==> config.mk <==
export PLATFORM = sky130hd
export DESIGN_NAME = pixel_scanner
export DESIGN_NICKNAME = d
export VERILOG_FILES = /design/src/rtl/pixel_scanner.sv
export SDC_FILE = /design/constraint.sdc
export NUM_CORES = 1
export LEC_CHECK = 0
export ABC_AREA = 0
export BUFFER_PORTS_ARGS = -buffer_cell sky130_fd_sc_hd__buf_2
export CAP_MARGIN = 20
export CORE_UTILIZATION = 30
export CTS_CLUSTER_DIAMETER = 120
export DETAILED_ROUTE_END_ITERATION = 12
export PLACE_DENSITY = 0.45
export SKIP_CTS_REPAIR_TIMING = 1
export SYNTH_ARGS = -nofsm -noshare
export SYNTH_HDL_FRONTEND = slang
export SYNTH_SLANG_ARGS = --single-unit
==> constraint.sdc <==
create_clock -name clk -period 3.88 [get_ports clk]
set_input_delay 0.582 -clock clk [delete_from_list [all_inputs] [get_ports clk]]
set_output_delay 0.582 -clock clk [all_outputs]
set_load 0.1 [all_outputs]
==> src/rtl/pixel_scanner.sv <==
`default_nettype none
// ============================================================================
//  Module   : pixel_scanner
//  Purpose  : Walks a frame in row-major order and issues one fixed-point
//             screen coordinate per permitted cycle to a ray pipeline. It
//             limits the number of rays in flight and tracks which pixel
//             each in-order result belongs to. It pulses frame_done when
//             the last pixel of the frame returns.
//  Ports    : clk, rst            - clock, synchronous active-high reset
//             start               - one-cycle frame request (accepted in IDLE)
//             issue_enable        - downstream can accept a coordinate
//             result_valid        - one completed pixel returns this cycle
//             screen_x/screen_y   - registered 16.16 coordinate of the issue
//             coords_valid        - screen_x/screen_y valid this cycle
//             result_px/result_py - pixel that result_valid belongs to
//             busy                - frame in progress (SCAN or DRAIN)
//             frame_done          - one-cycle pulse after the last return
//             frame_cycles        - only with PIXEL_SCANNER_STATS_EN defined
//  Config   : `define PIXEL_SCANNER_STATS_EN adds the frame_cycles counter.
//  Revision : 1.0 - initial release
// ============================================================================
module pixel_scanner #(
    parameter int        H_RES        = 640,
    parameter int        V_RES        = 480,
    parameter int        MAX_INFLIGHT = 16,
    parameter int signed X_START      = -87381,
    parameter int signed X_STEP       = 273,
    parameter int signed Y_START      = 65536,
    parameter int signed Y_STEP       = 273,
    localparam int       c_PX_W       = (H_RES > 1) ? $clog2(H_RES) : 1,
    localparam int       c_PY_W       = (V_RES > 1) ? $clog2(V_RES) : 1
) (
    input  logic              clk,
    input  logic              rst,
    input  logic              start,
    input  logic              issue_enable,
    input  logic              result_valid,
    output logic [31:0]       screen_x,
    output logic [31:0]       screen_y,
    output logic              coords_valid,
    output logic [c_PX_W-1:0] result_px,
    output logic [c_PY_W-1:0] result_py,
    output logic              busy,
    output logic              frame_done
`ifdef PIXEL_SCANNER_STATS_EN
    ,
    output logic [31:0]       frame_cycles
`endif
);

    localparam logic [1:0] c_ST_IDLE  = 2'd0;
    localparam logic [1:0] c_ST_SCAN  = 2'd1;
    localparam logic [1:0] c_ST_DRAIN = 2'd2;

    localparam logic [c_PX_W-1:0] c_COL_LAST = c_PX_W'(H_RES - 1);
    localparam logic [c_PY_W-1:0] c_ROW_LAST = c_PY_W'(V_RES - 1);
    localparam logic [7:0]        c_MAX_INF  = 8'(MAX_INFLIGHT);
    localparam logic [31:0]       c_X_START  = 32'(X_START);
    localparam logic [31:0]       c_X_STEP   = 32'(X_STEP);
    localparam logic [31:0]       c_Y_START  = 32'(Y_START);
    localparam logic [31:0]       c_Y_STEP   = 32'(Y_STEP);

    logic [1:0]        r_state;
    logic [c_PX_W-1:0] r_col;
    logic [c_PY_W-1:0] r_row;
    logic [31:0]       r_x_acc;
    logic [31:0]       r_y_acc;
    logic [7:0]        r_inflight;
    logic [c_PX_W-1:0] r_ret_px;
    logic [c_PY_W-1:0] r_ret_py;
    logic [31:0]       r_screen_x;
    logic [31:0]       r_screen_y;
    logic              r_coords_valid;
    logic              r_frame_done;

    logic w_issue;
    logic w_issue_last;
    logic w_ret;
    logic w_ret_last;

    assign w_issue      = (r_state == c_ST_SCAN) && issue_enable && (r_inflight < c_MAX_INF);
    assign w_issue_last = w_issue && (r_col == c_COL_LAST) && (r_row == c_ROW_LAST);
    // A return with nothing outstanding is stale (e.g. left over from an
    // aborted frame) and must not move the counters or underflow inflight.
    assign w_ret        = result_valid && ((r_inflight != 8'd0) || w_issue);
    assign w_ret_last   = w_ret && (r_state == c_ST_DRAIN) &&
                          (r_ret_px == c_COL_LAST) && (r_ret_py == c_ROW_LAST);

    always_ff @(posedge clk) begin
        if (rst) begin
            r_state        <= c_ST_IDLE;
            r_col          <= '0;
            r_row          <= '0;
            r_x_acc        <= c_X_START;
            r_y_acc        <= c_Y_START;
            r_inflight     <= 8'd0;
            r_ret_px       <= '0;
            r_ret_py       <= '0;
            r_screen_x     <= 32'd0;
            r_screen_y     <= 32'd0;
            r_coords_valid <= 1'b0;
            r_frame_done   <= 1'b0;
        end else begin
            r_coords_valid <= 1'b0;
            r_frame_done   <= 1'b0;

            case (r_state)
                c_ST_IDLE: begin
                    if (start) begin
                        r_state <= c_ST_SCAN;
                        r_col   <= '0;
                        r_row   <= '0;
                        r_x_acc <= c_X_START;
                        r_y_acc <= c_Y_START;
                    end
                end
                c_ST_SCAN: begin
                    if (w_issue) begin
                        r_coords_valid <= 1'b1;
                        r_screen_x     <= r_x_acc;
                        r_screen_y     <= r_y_acc;
                        if (r_col != c_COL_LAST) begin
                            r_col   <= r_col + 1'b1;
                            r_x_acc <= r_x_acc + c_X_STEP;
                        end else begin
                            // Rows descend in y: screen top is the largest y.
                            r_col   <= '0;
                            r_x_acc <= c_X_START;
                            r_row   <= r_row + 1'b1;
                            r_y_acc <= r_y_acc - c_Y_STEP;
                        end
                        if (w_issue_last) begin
                            r_state <= c_ST_DRAIN;
                        end
                    end
                end
                c_ST_DRAIN: begin
                    if (w_ret_last) begin
                        r_frame_done <= 1'b1;
                        r_state      <= c_ST_IDLE;
                    end
                end
                default: r_state <= c_ST_IDLE;
            endcase

            // Simultaneous issue and return cancel out.
            if (w_issue && !w_ret) begin
                r_inflight <= r_inflight + 8'd1;
            end else if (w_ret && !w_issue) begin
                r_inflight <= r_inflight - 8'd1;
            end

            // Results come back in issue order, so a plain row-major counter
            // identifies each returning pixel.
            if (w_ret) begin
                if (w_ret_last) begin
                    r_ret_px <= '0;
                    r_ret_py <= '0;
                end else if (r_ret_px != c_COL_LAST) begin
                    r_ret_px <= r_ret_px + 1'b1;
                end else begin
                    r_ret_px <= '0;
                    r_ret_py <= r_ret_py + 1'b1;
                end
            end
        end
    end

    assign screen_x     = r_screen_x;
    assign screen_y     = r_screen_y;
    assign coords_valid = r_coords_valid;
    assign result_px    = r_ret_px;
    assign result_py    = r_ret_py;
    assign busy         = (r_state != c_ST_IDLE);
    assign frame_done   = r_frame_done;

`ifdef PIXEL_SCANNER_STATS_EN
    logic [31:0] r_cyc;
    logic [31:0] r_frame_cycles;
    logic [31:0] w_cyc_inc;

    // Saturating increment so a stalled frame never wraps back to small counts.
    assign w_cyc_inc = (r_cyc == 32'hFFFF_FFFF) ? r_cyc : r_cyc + 32'd1;

    // r_cyc counts edges since leaving IDLE; the done edge itself is included
    // by latching the incremented value.
    always_ff @(posedge clk) begin
        if (rst) begin
            r_cyc          <= 32'd0;
            r_frame_cycles <= 32'd0;
        end else if (r_state == c_ST_IDLE) begin
            if (start) begin
                r_cyc <= 32'd0;
            end
        end else begin
            r_cyc <= w_cyc_inc;
            if (w_ret_last) begin
                r_frame_cycles <= w_cyc_inc;
            end
        end
    end

    assign frame_cycles = r_frame_cycles;
`endif

endmodule
`default_nettype wire
# --- Word level (Yosys, flattened, before mapping) ---
# Cells that the tools add are included.
classes:
  reduce_logical: 25
  shift: 0
  n_bitwise: 2
  n_eq_ne: 14
  n_lt_le_gt_ge: 1
  n_div: 0
  multipliers: 0
  n_addsub: 8
  mux: 29
op_table:
  columns: ["cell", "n"]
  rows:
  - ["$mux 32", 6]
  - ["$pmux 32 s2", 2]
  - ["$mux 10", 5]
  - ["$mux 9", 5]
  - ["$add 32x9->32 const B", 1]
  - ["$sub 32x9->32 const B", 1]
  - ["$add 10x1->10 const B", 2]
  - ["$eq 10x10->1 const B", 2]
  - ["$ne 10x10->1 const B", 2]
  - ["$pmux 10 s2", 1]
  - ["$add 9x1->9 const B", 2]
  - ["$eq 9x9->1 const B", 2]
  - ["$pmux 9 s2", 1]
  - ["$mux 8", 2]
  - ["$ne 2x2->1 const B", 6]
  - ["$logic_and 1x1->1", 10]
  - ["$add 8x1->8 const B", 1]
  - ["$lt 8x5->1 const B", 1]
  - ["$mux 2", 4]
  - ["$reduce_and 4->1", 2]
  - ["$reduce_bool 8->1", 1]
  - ["$sub 8x1->8 const B", 1]
  - ["$pmux 2 s3", 1]
  - ["$reduce_bool 2->1", 3]
  - ["10 further kinds", 15]
word_totals:
  romBits: 0
  word_cells: 91
  out_inout_bits: 86
  ram_bits: 0
  in_bits: 5
  register_bits: 178
  latch_bits: 0
  mem_count: 0

# --- Depth between registers and ports, before layout ---
# Gate-level depths: netlist of run 1.
logic_depth:
  word_depth: 10
  ltp_mapped: 10
  depth_no_buf: 9

# --- Worst setup path before layout of run 1 ---
# No wires, ideal clock.
synth_path:
  kind: "register to register"
  start: "register r_ret_px[0], in the netlist result_px[0]"
  end: "register r_state[1]"
  arrival_time_ns: 2.781
  t_required_ns: 3.730
  path_stages_with_launch: 6
  setup_slack_ns: 0.949
  setup_time_ns: 0.150
  period_less_slack_ns: 2.931
  path_buffers: 0
  cell_sequence: "dfxtp_1 ha_1 nor4bb_1 nand4_1 o31ai_1 o31ai_1"
synth_between:
  elab_chain_cells: 5
synth_rtl:
  columns: ["element", "line", "rtl"]
  rows:
  - ["start: declaration", "69", "logic [c_PX_W-1:0] r_ret_px;"]
  - ["start signal: assignment", "160", "r_ret_px <= r_ret_px + 1'b1;"]
  - ["$eq 10x10->1", "87", "(r_ret_px == c_COL_LAST) && (r_ret_py == c_ROW_LAST);"]
  - ["$logic_and 1x1->1", "86", "assign w_ret_last = w_ret && (r_state == c_ST_DRAIN) &&"]
  - ["$logic_and 1x1->1", "87", null]
  - ["$ne 2x2->1 (no source line)", null, null]
  - ["$reduce_and 4->1 (no source line)", null, null]
  - ["end signal: assignment", "91", "r_state <= c_ST_IDLE;"]
  - ["end signal: assignment", "110", "r_state <= c_ST_SCAN;"]
  - ["end signal: assignment", "133", "r_state <= c_ST_DRAIN;"]
  - ["end: declaration", "63", "logic [1:0] r_state;"]
# No other way between the ends.
# A chain may end at the register's enable or synchronous reset.

# --- Worst setup path after layout of run 1 ---
layout_path:
  start: "register r_inflight[5]"
  end: "register r_inflight[6]"
layout_between:
  elab_chain_cells: 7
  word_cells_on_any_way: 14
  classes_between: "add/sub (2); order compare (1); mux (2); reduce/logical (9)"
layout_rtl:
  columns: ["element", "line", "rtl"]
  rows:
  - ["start: declaration", "68", "logic [7:0] r_inflight;"]
  - ["start signal: assignment", "148", "r_inflight <= r_inflight + 8'd1;"]
  - ["start signal: assignment", "150", "r_inflight <= r_inflight - 8'd1;"]
  - ["$lt 8x5->1", "81", "assign w_issue = (r_state == c_ST_SCAN) && issue_enable && (r_inflight < c_MAX_INF);"]
  - ["$logic_and 1x1->1", "81", null]
  - ["$logic_or 1x1->1", "85", "assign w_ret = result_valid && ((r_inflight != 8'd0) || w_issue);"]
  - ["$logic_and 1x1->1", "85", null]
  - ["$logic_not 1->1", "147", "if (w_issue && !w_ret) begin"]
  - ["$logic_and 1x1->1", "147", null]
  - ["$mux 8 or $reduce_bool 2->1 (tied branches)", null, null]
# Several ways; a longest one is shown, not always the timed one. The select of a mux whose other input is x is not followed.

==> results of run 1 <==
## state kept, by name (all words and copies together) (netlist names), 8 cells and up
name,cells
r_col,10
result_py,9
screen_x,32
result_px,10
r_y_acc,32
r_inflight,8
r_x_acc,32
r_row,9
screen_y,32
## cell usage after synthesis, types with 3 or more instances
cell and n:
sky130_fd_sc_hd__nand2_1 191, sky130_fd_sc_hd__dfxtp_1 178, sky130_fd_sc_hd__a21oi_1 109, sky130_fd_sc_hd__nor2_1 58
sky130_fd_sc_hd__clkbuf_1 42, sky130_fd_sc_hd__xnor2_1 36, sky130_fd_sc_hd__nand3_1 29, sky130_fd_sc_hd__or3_1 24
sky130_fd_sc_hd__nor3_1 21, sky130_fd_sc_hd__o21ai_0 21, sky130_fd_sc_hd__or4_1 20, sky130_fd_sc_hd__xor2_1 19
sky130_fd_sc_hd__nand4_1 17, sky130_fd_sc_hd__o31ai_1 15, sky130_fd_sc_hd__nor4_1 13, sky130_fd_sc_hd__and3_1 12
sky130_fd_sc_hd__a31oi_1 8, sky130_fd_sc_hd__and4_1 8, sky130_fd_sc_hd__ha_1 8, sky130_fd_sc_hd__nand3b_1 7
sky130_fd_sc_hd__inv_1 6, sky130_fd_sc_hd__a211oi_1 5, sky130_fd_sc_hd__and2_1 5, sky130_fd_sc_hd__nor4b_1 5
sky130_fd_sc_hd__or2_2 5, sky130_fd_sc_hd__nor2b_1 4, sky130_fd_sc_hd__a21o_1 3, sky130_fd_sc_hd__a31o_1 3
sky130_fd_sc_hd__buf_2 3, sky130_fd_sc_hd__o211ai_1 3, sky130_fd_sc_hd__o21ai_2 3
## metrics by stage
stage          hold WS (ps)  cell area (um2)
3_3_place_gp            441             8570
6_report                452             9170
2_1_floorplan           440             7820
3_5_place_dp            444             8570
4_1_cts                 453             9170
5_1_grt                 470             9170
## worst max-delay path: cells and delay by family, from the launching register on
kind | cells | cell delay (ps)
compound gates | 3 | 660
mux | 1 | 300
simple gates | 3 | 1150
fa+ha+maj | 1 | 230
flops | 1 | 360
xor+xnor | 1 | 110
## logic make-up after synthesis
group	Yosys count	share of synthesized area
compound gates	199	0.159
mux	3	0.00400
buf+inv	59	0.0314
fa+ha+maj	8	0.0128
simple gates	434	0.276
flops	178	0.456
xor+xnor	55	0.0616
## path summary, 6_finish.rpt
| path | from | to |
|---|---|---|
| setup / recovery | r_inflight[5]$_SDFFE_PP0P_ | r_inflight[6]$_SDFFE_PP0P_ |
| hold / removal | screen_y[2]$_SDFFE_PP0P_ | screen_y[2]$_SDFFE_PP0P_ |
| setup reg to reg | r_inflight[5]$_SDFFE_PP0P_ | r_inflight[6]$_SDFFE_PP0P_ |
| hold reg to reg | screen_y[2]$_SDFFE_PP0P_ | screen_y[2]$_SDFFE_PP0P_ |
## metal layers
layer | up-vias | GRT usage | routed length [um]
met5 | - | 0 | 11
met4 | 2 | 0.0328 | 150
met3 | 12 | 0.0330 | 568
met2 | 72 | 0.242 | 8810
met1 | 3202 | 0.203 | 9950
li1 | 3474 | - | -
## layout by cell type (no fill, tap or decap), drive strengths merged, types with 3 or more instances in the layout
cell type and instances:
o211ai 3, and2 5, o21ai 25, or3 24, nor4b 5, nand3b 7
a21o 3, and4 8, clkinv 6, a31o 5, nand3 29, dfxtp 178
nor3 23, nor4 14, clkbuf 19, or4 21, nand4 17, nand2 191
and3 12, xor2 19, or2 5, ha 8, buf 102, a211oi 5
inv 12, a21oi 111, xnor2 36, nor2 58, nor2b 4, o31ai 15
a31oi 8
## power by group
group,internal (mW),switching (mW)
Sequential,1.96,0.149
Clock,0.999,0.786
Combinational,0.376,1.01
## area by class of cell
type	instances	area, um2	share of cell area
multi-input cells	699	4020	0.438
flip-flops and latches	178	3560	0.388
repair buffers	102	543	0.0592
clock buffers	19	453	0.0494
well taps	330	413	0.0450
clock inverters	13	150	0.0164
inverters	8	30.0	0.00327
==> summary.txt, run 1 <==
Result of the run - finished clean
Clk root buf - sky130_fd_sc_hd__clkbuf_16
Layout filler cell count - 2734
Final Util - 0.361
Number of global-route vias before repair - 6374
Combined global-route utilization of all metal layers - 0.150
Syn avg cell area - 8.35 um2
Slowest stage cell, crit path - sky130_fd_sc_hd__or4_4
Cell count after placement - 1317
Number of instances on the worst hold path - 2
Synthesized cell area - 7820 um2
Initial Utilization - 0.308
Number of hold-slack violations in the final timing report - 0
Area inside the core boundary - 25400 um2
Die Outline Area - 26700 um2
Worst-path cell chain - or4_4, nor3_4, xnor2_1, ha_1, nor3_1, a31oi_1, a2bb2oi_1, a2111o_1, mux2_1
Delay of the slowest cell on the worst path - 620 ps
Async set-reset flop share out of synthesis - 0
Relative slew slack - 0.298
Number of flops mapped to enable cells by yosys - 0
Cells taking the most area after synthesis - sky130_fd_sc_hd__dfxtp_1 46%, sky130_fd_sc_hd__nand2_1 9.2%, sky130_fd_sc_hd__a21oi_1 7.0%, sky130_fd_sc_hd__xnor2_1 4.0%, sky130_fd_sc_hd__nor2_1 2.8%
Worst Reg2Reg Path Length in Cells - 9
Fmax achieved - 0.342 GHz
Yosys top cell by area - sky130_fd_sc_hd__dfxtp_1
Violation count after the first detailed-route iteration - 275
Ratio of total power to cell area - 576 nW/um2
Setup repair after global routing missed its margin - false
Final setup skew - 11.6 ps
Largest net degree at the start of global routing - 68
Gpl congestion - 0.791
Number of standard cells in the layout, taps in and fillers out - 1349
Synth Register Bits - 178
Post-Route Setup TNS - 0 ps
Maximum clock insertion buffer count - 2
Least setup slack across all paths after layout - 954 ps
Global-route wire length before repair - 32500 um
Number of distinct library cells after synthesis - 72
Number of antenna violations at the first check in global routing - 1
Area fraction of the dominant cell type after synthesis - 0.456
Maximum ir drop on the vdd rail - 0.000328 V
Number of max-cap violations - 0
Standby leakage power - 3.33 nW
Arrival @ worst endpoint - 3240 ps
Hold Path Class - reg -> reg
Height of the die - 163 um
Antenna fix cells - 0
Synthesis Warnings - 0
Number of buffers added on ports - 90
Power after layout - 5.28 mW
CP Class - reg -> reg
Std-Cell Rows - 58
Syn Nets - 949
Final critical path time including I/O delays and setup - 2930 ps
Total CTS buffers - 17
Layout cells sized above 1 - 0.155
Die width - 163 um
Layout overhead on the synthesized area - 17.3%
Vias per inst - 5.01
Drt pass-1 iters - 4
Final net count - 1019
R2r setup slk - 950 ps
Cells after Synth - 936
Grt ovf - 0
Wire per inst - 14.4 um
Routed Wire Length - 19500 um
Remaining DRCs - 0
Synth Flop Type - sky130_fd_sc_hd__dfxtp_1
Sequential area share after synthesis - 0.456
Depth of the CTS H-tree - 4
Half-perimeter wire length after detailed placement - 12900 um
Kind of start point of the critical path - flop
Post-route antenna net violation count - 0
Number of sinks driven by the clock tree - 178
Number of ports placed on the die boundary - 91
Via total after detailed routing - 6762
Crit path max fanout - 8
WP data required - 4200 ps
Category of the worst setup path capture point - flop
Number of pins exceeding their max-slew limit in the final report - 0
Clock input transition at the sequential cells of the worst setup and hold paths - 70 ps
Insertion delay of the later-clocked pin in the worst-skew pair - 430 ps
Minimum setup slack after placement - 951 ps
Tightest Pin Transition - 1050 ps
TritonCTS clock tree - done
Final setup viols - 0
Final critical-path share of the clock period - 0.754
Power figures use the tool's default switching activity.
==> run 2, diff against run 1 <==
- ABC_AREA: 0 -> 1
- PLACE_DENSITY: 0.45 -> 0.44
- clock period: 3.88 -> 2.8 ns (I/O delays scaled with it)
==> run 2 against run 1 <==
Net effect: combinational power rose by 81%; first-iteration DRC count grew 69%; flip-flop and latch count stayed put; worst setup slack worse by 420 ps; critical path depth rose by 7; synthesized cell count rose by 31%; register-to-register slack worse by 420 ps; worst hold slack got worse by 28 ps; cell count up 26%; global-route usage up 1.8 points; clock power increased by 40%; fmax increased by 29%; critical path type unchanged.
==> summary.txt, run 2 <==
Result of the run - finished clean
Category of the worst setup path capture point - flop
Async set-reset flop share out of synthesis - 0
Worst-path cell chain - nor2_1, nand2_1, nor2_4, buf_4, nand3_1, nand2_1, inv_1, ha_1, inv_1, nand2_1, nand3b_1, nand2_1, nand2_1, nand3_1, nand2_1, inv_1
Wire per inst - 13.7 um
Number of antenna violations at the first check in global routing - 0
Cell occurring most often along the worst timing path - sky130_fd_sc_hd__nand2_1
Number of ports placed on the die boundary - 91
Maximum ir drop on the vdd rail - 0.000400 V
R2r setup slk - 530 ps
Number of global-route vias before repair - 7541
Final setup skew - 13.2 ps
Grt ovf - 0
Switching part of the total - 0.409
Remaining DRCs - 0
Most used standard cell by instance count after synthesis - sky130_fd_sc_hd__nand2_1
Synthesis Warnings - 0
Crit path max fanout - 31
Via total after detailed routing - 7972
Largest net degree at the start of global routing - 95
Synth Flop Type - sky130_fd_sc_hd__dfxtp_1
Die width - 170 um
Clock input transition at the sequential cells of the worst setup and hold paths - 70 ps
Gpl congestion - 0.822
Synthesized cell area - 8450 um2
Slowest stage cell, crit path - sky130_fd_sc_hd__dfxtp_1
Post-Route Setup TNS - 0 ps
Final setup viols - 0
Number of buffers added on ports - 90
Cell count after placement - 1674
Vias per inst - 4.67
Fmax achieved - 0.441 GHz
Drt pass-1 iters - 5
Ratio of total power to cell area - 801 nW/um2
Yosys top cell by area - sky130_fd_sc_hd__dfxtp_1
Final net count - 1328
Setup repair after global routing missed its margin - false
Height of the die - 170 um
TritonCTS clock tree - done
Sequential power share - 0.370
Tightest Pin Transition - 823 ps
Clk root buf - sky130_fd_sc_hd__clkbuf_16
Standby leakage power - 4.60 nW
Arrival @ worst endpoint - 2600 ps
Minimum setup slack after placement - 508 ps
Cells taking the most area after synthesis - sky130_fd_sc_hd__dfxtp_1 42%, sky130_fd_sc_hd__nand2_1 10%, sky130_fd_sc_hd__a21oi_1 7.3%, sky130_fd_sc_hd__inv_1 7.3%, sky130_fd_sc_hd__o21ai_0 7.0%
WP data required - 3130 ps
Std-Cell Rows - 61
Synth Register Bits - 178
Post-route antenna net violation count - 0
Commonest cells after routing, fill and taps aside - 232 x sky130_fd_sc_hd__nand2_1, 178 x sky130_fd_sc_hd__dfxtp_1, 163 x sky130_fd_sc_hd__inv_1, 124 x sky130_fd_sc_hd__a21oi_1, 121 x sky130_fd_sc_hd__nor2_1
Half-perimeter wire length after detailed placement - 17200 um
Die Outline Area - 28800 um2
Internal Power - 4.70 mW
Routed Wire Length - 23400 um
Net switching power - 3.24 mW
Cells after Synth - 1229
Kind of start point of the critical path - flop
Initial Utilization - 0.304
Maximum clock insertion buffer count - 2
Layout filler cell count - 3129
Part of the total power dissipated in the clock network - 0.313
Antenna fix cells - 0
Area fraction of the dominant cell type after synthesis - 0.422
GR Util met2 - 0.266
Most numerous cell types in the synthesized netlist - 232 x sky130_fd_sc_hd__nand2_1, 178 x sky130_fd_sc_hd__dfxtp_1, 164 x sky130_fd_sc_hd__inv_1, 124 x sky130_fd_sc_hd__a21oi_1, 121 x sky130_fd_sc_hd__nor2_1
Number of pins exceeding their max-slew limit in the final report - 0
Area inside the core boundary - 27800 um2
Relative slew slack - 0.451
Number of flops mapped to enable cells by yosys - 0
Violation count after the first detailed-route iteration - 464
Syn avg cell area - 6.88 um2
GRT met1 Usage - 0.239
Delay of the slowest cell on the worst path - 330 ps
Final critical path time including I/O delays and setup - 2270 ps
Number of sinks driven by the clock tree - 178
Number of hold-slack violations in the final timing report - 0
Number of max-cap violations - 0
Hold Path Class - in -> reg
Depth of the CTS H-tree - 4
Insertion delay of the later-clocked pin in the worst-skew pair - 430 ps
CP Class - reg -> reg
Layout overhead on the synthesized area - 17.4%
Least setup slack across all paths after layout - 530 ps
Combined global-route utilization of all metal layers - 0.169
Number of distinct library cells after synthesis - 39
Leading cell type in the layout, fill and taps excluded - sky130_fd_sc_hd__nand2_1
Number of standard cells in the layout, taps in and fillers out - 1706
Power after layout - 7.94 mW
Total CTS buffers - 17
Most heavily used metal layer in global routing - met2
Global-route wire length before repair - 38800 um
Layout cells sized above 1 - 0.120
Syn Nets - 1242
GR Util met3 - 0.0286
Power share of the combinational group - 0.317
Final critical-path share of the clock period - 0.811
Sequential area share after synthesis - 0.422
## run 2: critical path: cells and delay by family, from the launching register on
family,cells,cell delay [ps]
adders and majority gates,1,160
buffers and inverters,4,450
and+or+nand+nor,11,1230
DFF,1,330
## run 2: worst paths after layout
| path | depth (start not counted) | endpoint | start |
|---|---|---|---|
| worst max-delay path | 16 | r_inflight[6]$_SDFFE_PP0P_ | r_inflight[6]$_SDFFE_PP0P_ |
| worst min-delay path | 2 | r_y_acc[31]$_SDFFE_PP0P_ | rst |
| worst max register to register | 16 | r_inflight[6]$_SDFFE_PP0P_ | r_inflight[6]$_SDFFE_PP0P_ |
| worst min register to register | 1 | r_y_acc[5]$_SDFFE_PP0P_ | r_y_acc[5]$_SDFFE_PP0P_ |
## run 2: final cells by class
class	count	area (um2)	share of cell area
well taps	378	473	0.0477
repair buffers	107	578	0.0583
multi-input cells	839	4060	0.409
clock inverters	11	140	0.0141
flip-flops and latches	178	3560	0.359
clock buffers	21	460	0.0464
inverters	172	646	0.0651
## run 2: through the flow
step / cell area, um2 / util / hold slack, ps
2_1_floorplan: 8450 / - / 422
3_3_place_gp: 9320 / 0.335 / 430
3_5_place_dp: 9320 / 0.335 / 441
4_1_cts: 9920 / 0.357 / 405
5_1_grt: 9920 / 0.357 / 425
6_report: 9920 / 0.357 / 424
## run 2: logic make-up (layout without fill, tap and decap cells)
kind of cell             after synthesis  after routing  synth area share
AO/OA/AOI/OAI                        270            270             0.167
AND/OR/NAND/NOR                      546            546             0.285
adder cells (fa/ha/maj)                8              8            0.0118
XOR/XNOR                              15             15            0.0155
buffers and inverters                212            311            0.0989
flip-flops                           178            178             0.422
## run 2: power by group through the flow
stage	combinational (mW)	clock (mW)	sequential, mW
after floorplan	1.11	0	3.91
after global placement	2.52	0	3.00
after detailed placement	2.53	0	2.99
after CTS	2.54	2.56	2.94
after global routing	2.78	2.65	2.97
final	2.52	2.49	2.94
## run 2: layer usage
layer  wire [um]  part of all wire
met2       10300              0.44
met3         777             0.033
met5           0                 0
met4         168            0.0072
met1       12200              0.52
